## config.mk

```make
export PLATFORM = sky130hd
export DESIGN_NAME = nubus_slave_flat
export DESIGN_NICKNAME = d
export VERILOG_FILES = /design/src/rtl/nubus_slave_if.sv /design/src/rtl/nubus_slave.sv /design/src/flat_wrapper.sv
export SDC_FILE = /design/constraint.sdc
export NUM_CORES = 1
export LEC_CHECK = 0
export BUFFER_PORTS_ARGS = -buffer_cell sky130_fd_sc_hd__buf_4
export CORE_UTILIZATION = 29
export CTS_CLUSTER_DIAMETER = 100
export CTS_CLUSTER_SIZE = 8
export DETAILED_ROUTE_END_ITERATION = 10
export GPL_ROUTABILITY_DRIVEN = 0
export SKIP_CTS_REPAIR_TIMING = 1
export SYNTH_ARGS = -nofsm -noshare
export SYNTH_HDL_FRONTEND = slang
export SYNTH_SLANG_ARGS = --single-unit
export TNS_END_PERCENT = 50
```

## constraint.sdc

```tcl
create_clock -name nub_clkn -period 2.6 [get_ports nub_clkn]
set_input_delay 0.65 -clock nub_clkn [delete_from_list [all_inputs] [get_ports nub_clkn]]
set_output_delay 0.65 -clock nub_clkn [all_outputs]
set_load 0.005 [all_outputs]
```

## src/rtl/nubus_slave_if.sv

```systemverilog
// NuBus slave-side bus and local memory request signals.
// The slave modport is the responder's view; master is the bus/memory side.
interface nubus_slave_if;
    logic [3:0]  nub_idn;
    logic        nub_startn;
    logic        nub_ackn;
    logic        nub_tm1n;
    logic        nub_tm0n;
    logic [31:0] nub_adn;

    logic        slv_ackcy;
    logic        slv_tm1n_o;
    logic        slv_tm0n_o;
    logic [31:0] slv_adn_o;
    logic        slv_adoe_o;
    logic        slv_busy_o;

    logic        mem_valid;
    logic        mem_write;
    logic [29:0] mem_addr;
    logic [3:0]  mem_wstrb;
    logic [31:0] mem_wdata;
    logic        mem_ready;
    logic [31:0] mem_rdata;
    logic        mem_error;

    modport slave (
        input  nub_idn, nub_startn, nub_ackn, nub_tm1n, nub_tm0n, nub_adn,
        output slv_ackcy, slv_tm1n_o, slv_tm0n_o, slv_adn_o, slv_adoe_o, slv_busy_o,
        output mem_valid, mem_write, mem_addr, mem_wstrb, mem_wdata,
        input  mem_ready, mem_rdata, mem_error
    );

    modport master (
        output nub_idn, nub_startn, nub_ackn, nub_tm1n, nub_tm0n, nub_adn,
        input  slv_ackcy, slv_tm1n_o, slv_tm0n_o, slv_adn_o, slv_adoe_o, slv_busy_o,
        input  mem_valid, mem_write, mem_addr, mem_wstrb, mem_wdata,
        output mem_ready, mem_rdata, mem_error
    );
endinterface

```

## src/rtl/nubus_slave.sv

```systemverilog
// NuBus slave transaction responder: decodes slot/superslot addresses, runs one
// local memory request per transfer and returns a single-cycle ACK with status.
//
// state  | meaning
// IDLE   | waiting for START with an address that matches our ID
// DATA   | one cycle; write data is on AD, sampled at its end
// MEM    | local request outstanding; wait timer running
// ACK    | one cycle; ACK status (and read data) driven on the bus
module nubus_slave #(
    parameter bit          SUPER_EN = 1'b1,
    parameter int unsigned WAIT_MAX = 15
) (
    input  logic         nub_clkn,
    input  logic         nub_resetn,
    nubus_slave_if.slave bus
);

    typedef enum logic [1:0] {
        S_IDLE = 2'd0,
        S_DATA = 2'd1,
        S_MEM  = 2'd2,
        S_ACK  = 2'd3
    } state_t;

    localparam logic [7:0] WAIT_LOAD = 8'(WAIT_MAX - 1);

    state_t      r_state;
    state_t      w_state_nxt;

    logic [31:0] w_ad;
    logic [3:0]  w_id;
    logic        w_tm1;
    logic        w_tm0;
    logic        w_req;
    logic        w_match;
    logic [3:0]  w_strb;
    logic        w_unsup;

    logic [7:0]  r_wait;
    logic        r_unsup;
    logic        r_write;
    logic [29:0] r_addr;
    logic [3:0]  r_strb;
    logic [31:0] r_wdata;
    logic        r_mem_valid;
    logic        r_busy;
    logic        r_ackcy;
    logic        r_tm1n;
    logic        r_tm0n;
    logic        r_adoe;
    logic [31:0] r_adn;

    assign w_ad    = ~bus.nub_adn;
    assign w_id    = ~bus.nub_idn;
    assign w_tm1   = ~bus.nub_tm1n;
    assign w_tm0   = ~bus.nub_tm0n;
    // START together with ACK is an attention cycle, never a transfer
    assign w_req   = ~bus.nub_startn & bus.nub_ackn;
    assign w_match = (w_ad[31:24] == {4'hF, w_id}) ||
                     (SUPER_EN && (w_ad[31:28] == w_id) && (w_ad[31:28] != 4'hF));

    always_comb begin
        w_strb  = 4'b0000;
        w_unsup = 1'b0;
        if (!w_tm0) begin
            w_strb = 4'b0001 << w_ad[1:0];
        end else begin
            case (w_ad[1:0])
                2'b00:   w_strb = 4'b1111;
                2'b10:   w_strb = 4'b0011;
                2'b11:   w_strb = 4'b1100;
                default: w_unsup = 1'b1;
            endcase
        end
    end

    always_comb begin
        w_state_nxt = r_state;
        case (r_state)
            S_IDLE: if (w_req && w_match) w_state_nxt = S_DATA;
            S_DATA: w_state_nxt = r_unsup ? S_ACK : S_MEM;
            S_MEM:  if (bus.mem_ready || (r_wait == 8'd0)) w_state_nxt = S_ACK;
            S_ACK:  w_state_nxt = S_IDLE;
            default: w_state_nxt = S_IDLE;
        endcase
    end

    always_ff @(posedge nub_clkn) begin
        if (!nub_resetn) r_state <= S_IDLE;
        else             r_state <= w_state_nxt;
    end

    // Every bus/memory output is a flop, set up one edge ahead from next-state
    always_ff @(posedge nub_clkn) begin
        if (!nub_resetn) begin
            r_wait      <= 8'd0;
            r_unsup     <= 1'b0;
            r_write     <= 1'b0;
            r_addr      <= 30'd0;
            r_strb      <= 4'd0;
            r_wdata     <= 32'd0;
            r_mem_valid <= 1'b0;
            r_busy      <= 1'b0;
            r_ackcy     <= 1'b0;
            r_tm1n      <= 1'b1;
            r_tm0n      <= 1'b1;
            r_adoe      <= 1'b0;
            r_adn       <= 32'hFFFF_FFFF;
        end else begin
            r_mem_valid <= (w_state_nxt == S_MEM);
            r_busy      <= (w_state_nxt != S_IDLE);
            r_ackcy     <= (w_state_nxt == S_ACK);
            r_tm1n      <= 1'b1;
            r_tm0n      <= 1'b1;
            r_adoe      <= 1'b0;
            r_adn       <= 32'hFFFF_FFFF;
            case (r_state)
                S_IDLE: begin
                    if (w_req && w_match) begin
                        r_addr  <= w_ad[31:2];
                        r_strb  <= w_strb;
                        r_write <= ~w_tm1;
                        r_unsup <= w_unsup;
                    end
                end
                S_DATA: begin
                    if (r_write) r_wdata <= w_ad;
                    r_wait <= WAIT_LOAD;
                    if (r_unsup) r_tm0n <= 1'b0;
                end
                S_MEM: begin
                    if (bus.mem_ready) begin
                        if (bus.mem_error) begin
                            r_tm0n <= 1'b0;
                        end else if (!r_write) begin
                            r_adoe <= 1'b1;
                            r_adn  <= ~bus.mem_rdata;
                        end
                    end else if (r_wait == 8'd0) begin
                        // try-again-later: both status lines asserted
                        r_tm1n <= 1'b0;
                        r_tm0n <= 1'b0;
                    end else begin
                        r_wait <= r_wait - 8'd1;
                    end
                end
                default: ;
            endcase
        end
    end

    assign bus.slv_ackcy  = r_ackcy;
    assign bus.slv_tm1n_o = r_tm1n;
    assign bus.slv_tm0n_o = r_tm0n;
    assign bus.slv_adn_o  = r_adn;
    assign bus.slv_adoe_o = r_adoe;
    assign bus.slv_busy_o = r_busy;
    assign bus.mem_valid  = r_mem_valid;
    assign bus.mem_write  = r_write;
    assign bus.mem_addr   = r_addr;
    assign bus.mem_wstrb  = r_strb;
    assign bus.mem_wdata  = r_wdata;

endmodule

```

## src/flat_wrapper.sv

```systemverilog
// flat-port wrapper written by rule: the top's interface ports become plain ports
module nubus_slave_flat 
#(
    parameter bit          SUPER_EN = 1'b1,
    parameter int unsigned WAIT_MAX = 15
)
  (nub_clkn, nub_resetn, bus_nub_idn, bus_nub_startn, bus_nub_ackn, bus_nub_tm1n, bus_nub_tm0n, bus_nub_adn, bus_slv_ackcy, bus_slv_tm1n_o, bus_slv_tm0n_o, bus_slv_adn_o, bus_slv_adoe_o, bus_slv_busy_o, bus_mem_valid, bus_mem_write, bus_mem_addr, bus_mem_wstrb, bus_mem_wdata, bus_mem_ready, bus_mem_rdata, bus_mem_error);
  nubus_slave_if bus_i ();
  input  logic nub_clkn;
  input  logic nub_resetn;
  input wire logic [$bits(bus_i.nub_idn)-1:0] bus_nub_idn;
  input wire logic [$bits(bus_i.nub_startn)-1:0] bus_nub_startn;
  input wire logic [$bits(bus_i.nub_ackn)-1:0] bus_nub_ackn;
  input wire logic [$bits(bus_i.nub_tm1n)-1:0] bus_nub_tm1n;
  input wire logic [$bits(bus_i.nub_tm0n)-1:0] bus_nub_tm0n;
  input wire logic [$bits(bus_i.nub_adn)-1:0] bus_nub_adn;
  output wire logic [$bits(bus_i.slv_ackcy)-1:0] bus_slv_ackcy;
  output wire logic [$bits(bus_i.slv_tm1n_o)-1:0] bus_slv_tm1n_o;
  output wire logic [$bits(bus_i.slv_tm0n_o)-1:0] bus_slv_tm0n_o;
  output wire logic [$bits(bus_i.slv_adn_o)-1:0] bus_slv_adn_o;
  output wire logic [$bits(bus_i.slv_adoe_o)-1:0] bus_slv_adoe_o;
  output wire logic [$bits(bus_i.slv_busy_o)-1:0] bus_slv_busy_o;
  output wire logic [$bits(bus_i.mem_valid)-1:0] bus_mem_valid;
  output wire logic [$bits(bus_i.mem_write)-1:0] bus_mem_write;
  output wire logic [$bits(bus_i.mem_addr)-1:0] bus_mem_addr;
  output wire logic [$bits(bus_i.mem_wstrb)-1:0] bus_mem_wstrb;
  output wire logic [$bits(bus_i.mem_wdata)-1:0] bus_mem_wdata;
  input wire logic [$bits(bus_i.mem_ready)-1:0] bus_mem_ready;
  input wire logic [$bits(bus_i.mem_rdata)-1:0] bus_mem_rdata;
  input wire logic [$bits(bus_i.mem_error)-1:0] bus_mem_error;
  assign bus_i.nub_idn = bus_nub_idn;
  assign bus_i.nub_startn = bus_nub_startn;
  assign bus_i.nub_ackn = bus_nub_ackn;
  assign bus_i.nub_tm1n = bus_nub_tm1n;
  assign bus_i.nub_tm0n = bus_nub_tm0n;
  assign bus_i.nub_adn = bus_nub_adn;
  assign bus_slv_ackcy = bus_i.slv_ackcy;
  assign bus_slv_tm1n_o = bus_i.slv_tm1n_o;
  assign bus_slv_tm0n_o = bus_i.slv_tm0n_o;
  assign bus_slv_adn_o = bus_i.slv_adn_o;
  assign bus_slv_adoe_o = bus_i.slv_adoe_o;
  assign bus_slv_busy_o = bus_i.slv_busy_o;
  assign bus_mem_valid = bus_i.mem_valid;
  assign bus_mem_write = bus_i.mem_write;
  assign bus_mem_addr = bus_i.mem_addr;
  assign bus_mem_wstrb = bus_i.mem_wstrb;
  assign bus_mem_wdata = bus_i.mem_wdata;
  assign bus_i.mem_ready = bus_mem_ready;
  assign bus_i.mem_rdata = bus_mem_rdata;
  assign bus_i.mem_error = bus_mem_error;
  nubus_slave #(.SUPER_EN(SUPER_EN), .WAIT_MAX(WAIT_MAX)) u_core (.nub_clkn(nub_clkn), .nub_resetn(nub_resetn), .bus(bus_i));
endmodule
```

==> key figures <==
Placement
  – Placed cell count: about 780
  – Port bufs: between 150 and 200
  – DP Area: 0.00588 mm^2
  – Pre-CTS setup slack: 0.180 ns
  – Post-detail-place hpwl: 8.94 mm

Global routing
  – Vias in the first global route: ~3,800
  – Global route total overflow: 0
  – Total track usage: ~16%
  – Number of antenna violations at the first check in global routing: 0
  – Largest net degree at the start of global routing: 49
  – First-pass GRT wire length: about 18 mm

Detailed routing
  – Antenna Violating Nets Remaining: 0
  – Via count: ~4,000
  – 1st-pass router iterations: 4
  – WL final: about 12 mm
  – Average wire per standard cell: between 15 and 20 um
  – Number of remaining DRC errors: 0
  – Vias/cell: between 4 and 5
  – Initial drt markers: about 200

Critical path
  – CP Data Required Time: around 2.9 ns
  – Crit path DAT: roughly 2.3 ns
  – Crit Path Max Fanout: 20
  – Buf/Inv on CP: 2
  – Worst setup path class: reg2reg
  – CP peak stage delay: approximately 0.42 ns
  – CP top delay family: simple AND/OR/NAND/NOR gates
  – Startpoint types: flip-flop
  – Crit path cell chain: inv_1 -> ha_1 -> nand3b_1 -> nor2_2 -> buf_4 -> a221oi_1 -> a211oi_1
  – Crit path max-delay cell type: nor2_2
  – Worst setup EP type: flip-flop

STA
  – Hold Fails Final Rpt: 0
  – Worst slew pin tran: roughly 0.56 ns
  – Final Cycle Share: just under 80%
  – Final min period: between 2 and 2.5 ns
  – Final count of pins violating max slew: 0
  – Clock Skew: ~0.013 ns
  – Slew HR: a little over three fifths
  – RSZ-0062 raised after global routing: no
  – Setup TNS: 0 ns
  – Final hold slack: between 0.3 and 0.4 ns
  – Finish-stage setup viols: 0
  – Max Freq: between 400 and 500 MHz
  – PnR worst setup slack: about 0.58 ns

Power and ir drop
  – VDD IR-drop max: approximately 0.42 mV
  – Leakage: roughly 2.6 nW
  – Overall Power: about 5.3 mW
  – Power Density: between 800 and 900 mW/mm^2

Final layout
  – Most common cell after layout, fill and taps aside: buf_4
  – Most frequent cells in the layout: buf_4, dfxtp_1, a211oi_1, nand2_1, nor2_1
  – Final core occ: between 40% and 50%
  – Layout cell share with drive strength beyond 1: about 38%
  – Final instance area: ~0.0065 mm^2
  – # fillers: about 1,400
  – Area Overhead vs Synth: 50.9%
  – Final #Nets: between 600 and 700
  – # diodes: 0
  – Non-filler cells, final: between 800 and 900

Logic synthesis
  – Syn Std Cell Area: around 0.0043 mm^2
  – Seq/Total Area, Yosys: 53.6%
  – Register bit total from synthesis: between 100 and 150
  – Average size of a mapped cell: just under 10 um^2
  – Post-synth EDFFs: 0
  – Syn_nets: about 530
  – Synth async-reset ratio: 0%
  – Gate Count Post-Synth: between 400 and 500
  – Yosys Warn Count: 0
  – Top FF cell, synth: dfxtp_1
  – Netlist cell types: 46

CTS
  – Clock slew at reported path FFs: roughly 0.060 ns
  – H-tree depth: 4
  – Root buf cell: clkbuf_16
  – Worst-Skew Late Latency: between 0.4 and 0.5 ns
  – Total CTS buffers: 17
  – TritonCTS clock tree: built
  – CTS Buffer Depth: 2
  – Clock sinks: 116

Die
  – Core area: roughly 0.015 mm^2
  – Die ar.: approximately 0.015 mm^2
  – Initial Util: between 20% and 30%
  – Rows: 44
  – Die width: between 100 and 150 um
  – IO Count: 181
  – Die Ht: 124 um

Min path
  – Worst min-delay path class: in2reg

Run status
  – Outcome: complete, no violations

Job
  – # Max-Cap Violations: 0
[power by group]
part           switching [mW]  total, mW  internal, mW
combinational           0.430      0.798         0.368
clock                   0.859       2.57          1.71
sequential             0.0539       1.92          1.87
total                    1.34       5.29          3.95
[per-layer routing]
metal	vias to the layer above	GRT usage, %	share of wire [%]
met5	-	0	0
met4	0	7.81	1.8
met3	15	4.90	7.9
met2	153	26.2	48
met1	1857	18.6	43
li1	1946	-	-
[cell usage after synthesis (2+ instances only)]
cell / n / area [um^2]
xnor2_1: 8 / 70.1
ha_1: 10 / 125
a21oi_1: 4 / 20.0
mux2i_1: 9 / 90.1
o221a_2: 2 / 22.5
nor4_1: 2 / 12.5
a211oi_1: 62 / 465
nand4_1: 2 / 12.5
a221oi_1: 30 / 263
a31oi_1: 2 / 12.5
and4_1: 2 / 17.5
dfxtp_1: 116 / 2320
and2_1: 2 / 12.5
inv_1: 11 / 41.3
or4_1: 3 / 22.5
o22ai_1: 2 / 12.5
buf_4: 4 / 30.0
nor3b_1: 3 / 22.5
buf_1: 9 / 33.8
nand3_1: 4 / 20.0
nand2_1: 57 / 214
o21ai_0: 6 / 30.0
nor2b_1: 3 / 18.8
clkbuf_1: 21 / 78.8
nand2b_1: 2 / 12.5
buf_2: 4 / 20.0
nor3_1: 3 / 15.0
nor2_1: 38 / 143
[cell families (layout without fill, tap and decap cells)]
kind of cell	Yosys count	in the layout	synth area share, %
AND/OR/NAND/NOR	127	127	13.3
AO/OA/AOI/OAI	118	118	21.3
flip-flops	116	116	53.6
buffers and inverters	49	234	4.71
adder cells (fa/ha/maj)	10	10	2.89
multiplexers	10	10	2.34
XOR/XNOR	9	9	1.82
[flip-flops by register name (all words and copies together), names as in the netlist]
name                   flops
u_core.bus.mem_write       1
u_core.r_unsup             1
u_core.bus.mem_wstrb       4
u_core.bus.slv_tm0n_o      1
u_core.bus.slv_tm1n_o      1
u_core.bus.slv_busy_o      1
u_core.r_state             2
u_core.bus.mem_wdata      32
u_core.bus.slv_adn_o      32
u_core.bus.mem_addr       30
u_core.bus.mem_valid       1
u_core.bus.slv_adoe_o      1
u_core.bus.slv_ackcy       1
u_core.r_wait              8
[final timing paths]
kind | from | end | slack (ns) | cells after the start
setup / recovery | u_core.r_state[0] | u_core.bus.mem_addr[7] | 0.58 | 7
hold / removal | bus_mem_rdata[30] | u_core.bus.slv_adn_o[30] | 0.40 | 2
setup reg to reg | u_core.r_state[0] | u_core.bus.mem_addr[7] | 0.58 | 7
hold reg to reg | u_core.bus.mem_wstrb[0] | u_core.bus.mem_wstrb[0] | 0.47 | 2
[final cells by class]
| class | count | area [um^2] | area share [%] |
|---|---|---|---|
| Sequential cell | 116 | 2320 | 35.5 |
| Clock inverter | 15 | 228 | 3.49 |
| Clock buffer | 17 | 425 | 6.51 |
| Multi-Input combinational cell | 274 | 1820 | 27.8 |
| Tap cell | 184 | 230 | 3.52 |
| Inverter | 11 | 41.3 | 0.632 |
| Timing Repair Buffer | 191 | 1470 | 22.5 |
(Power assumes the default switching activity.)
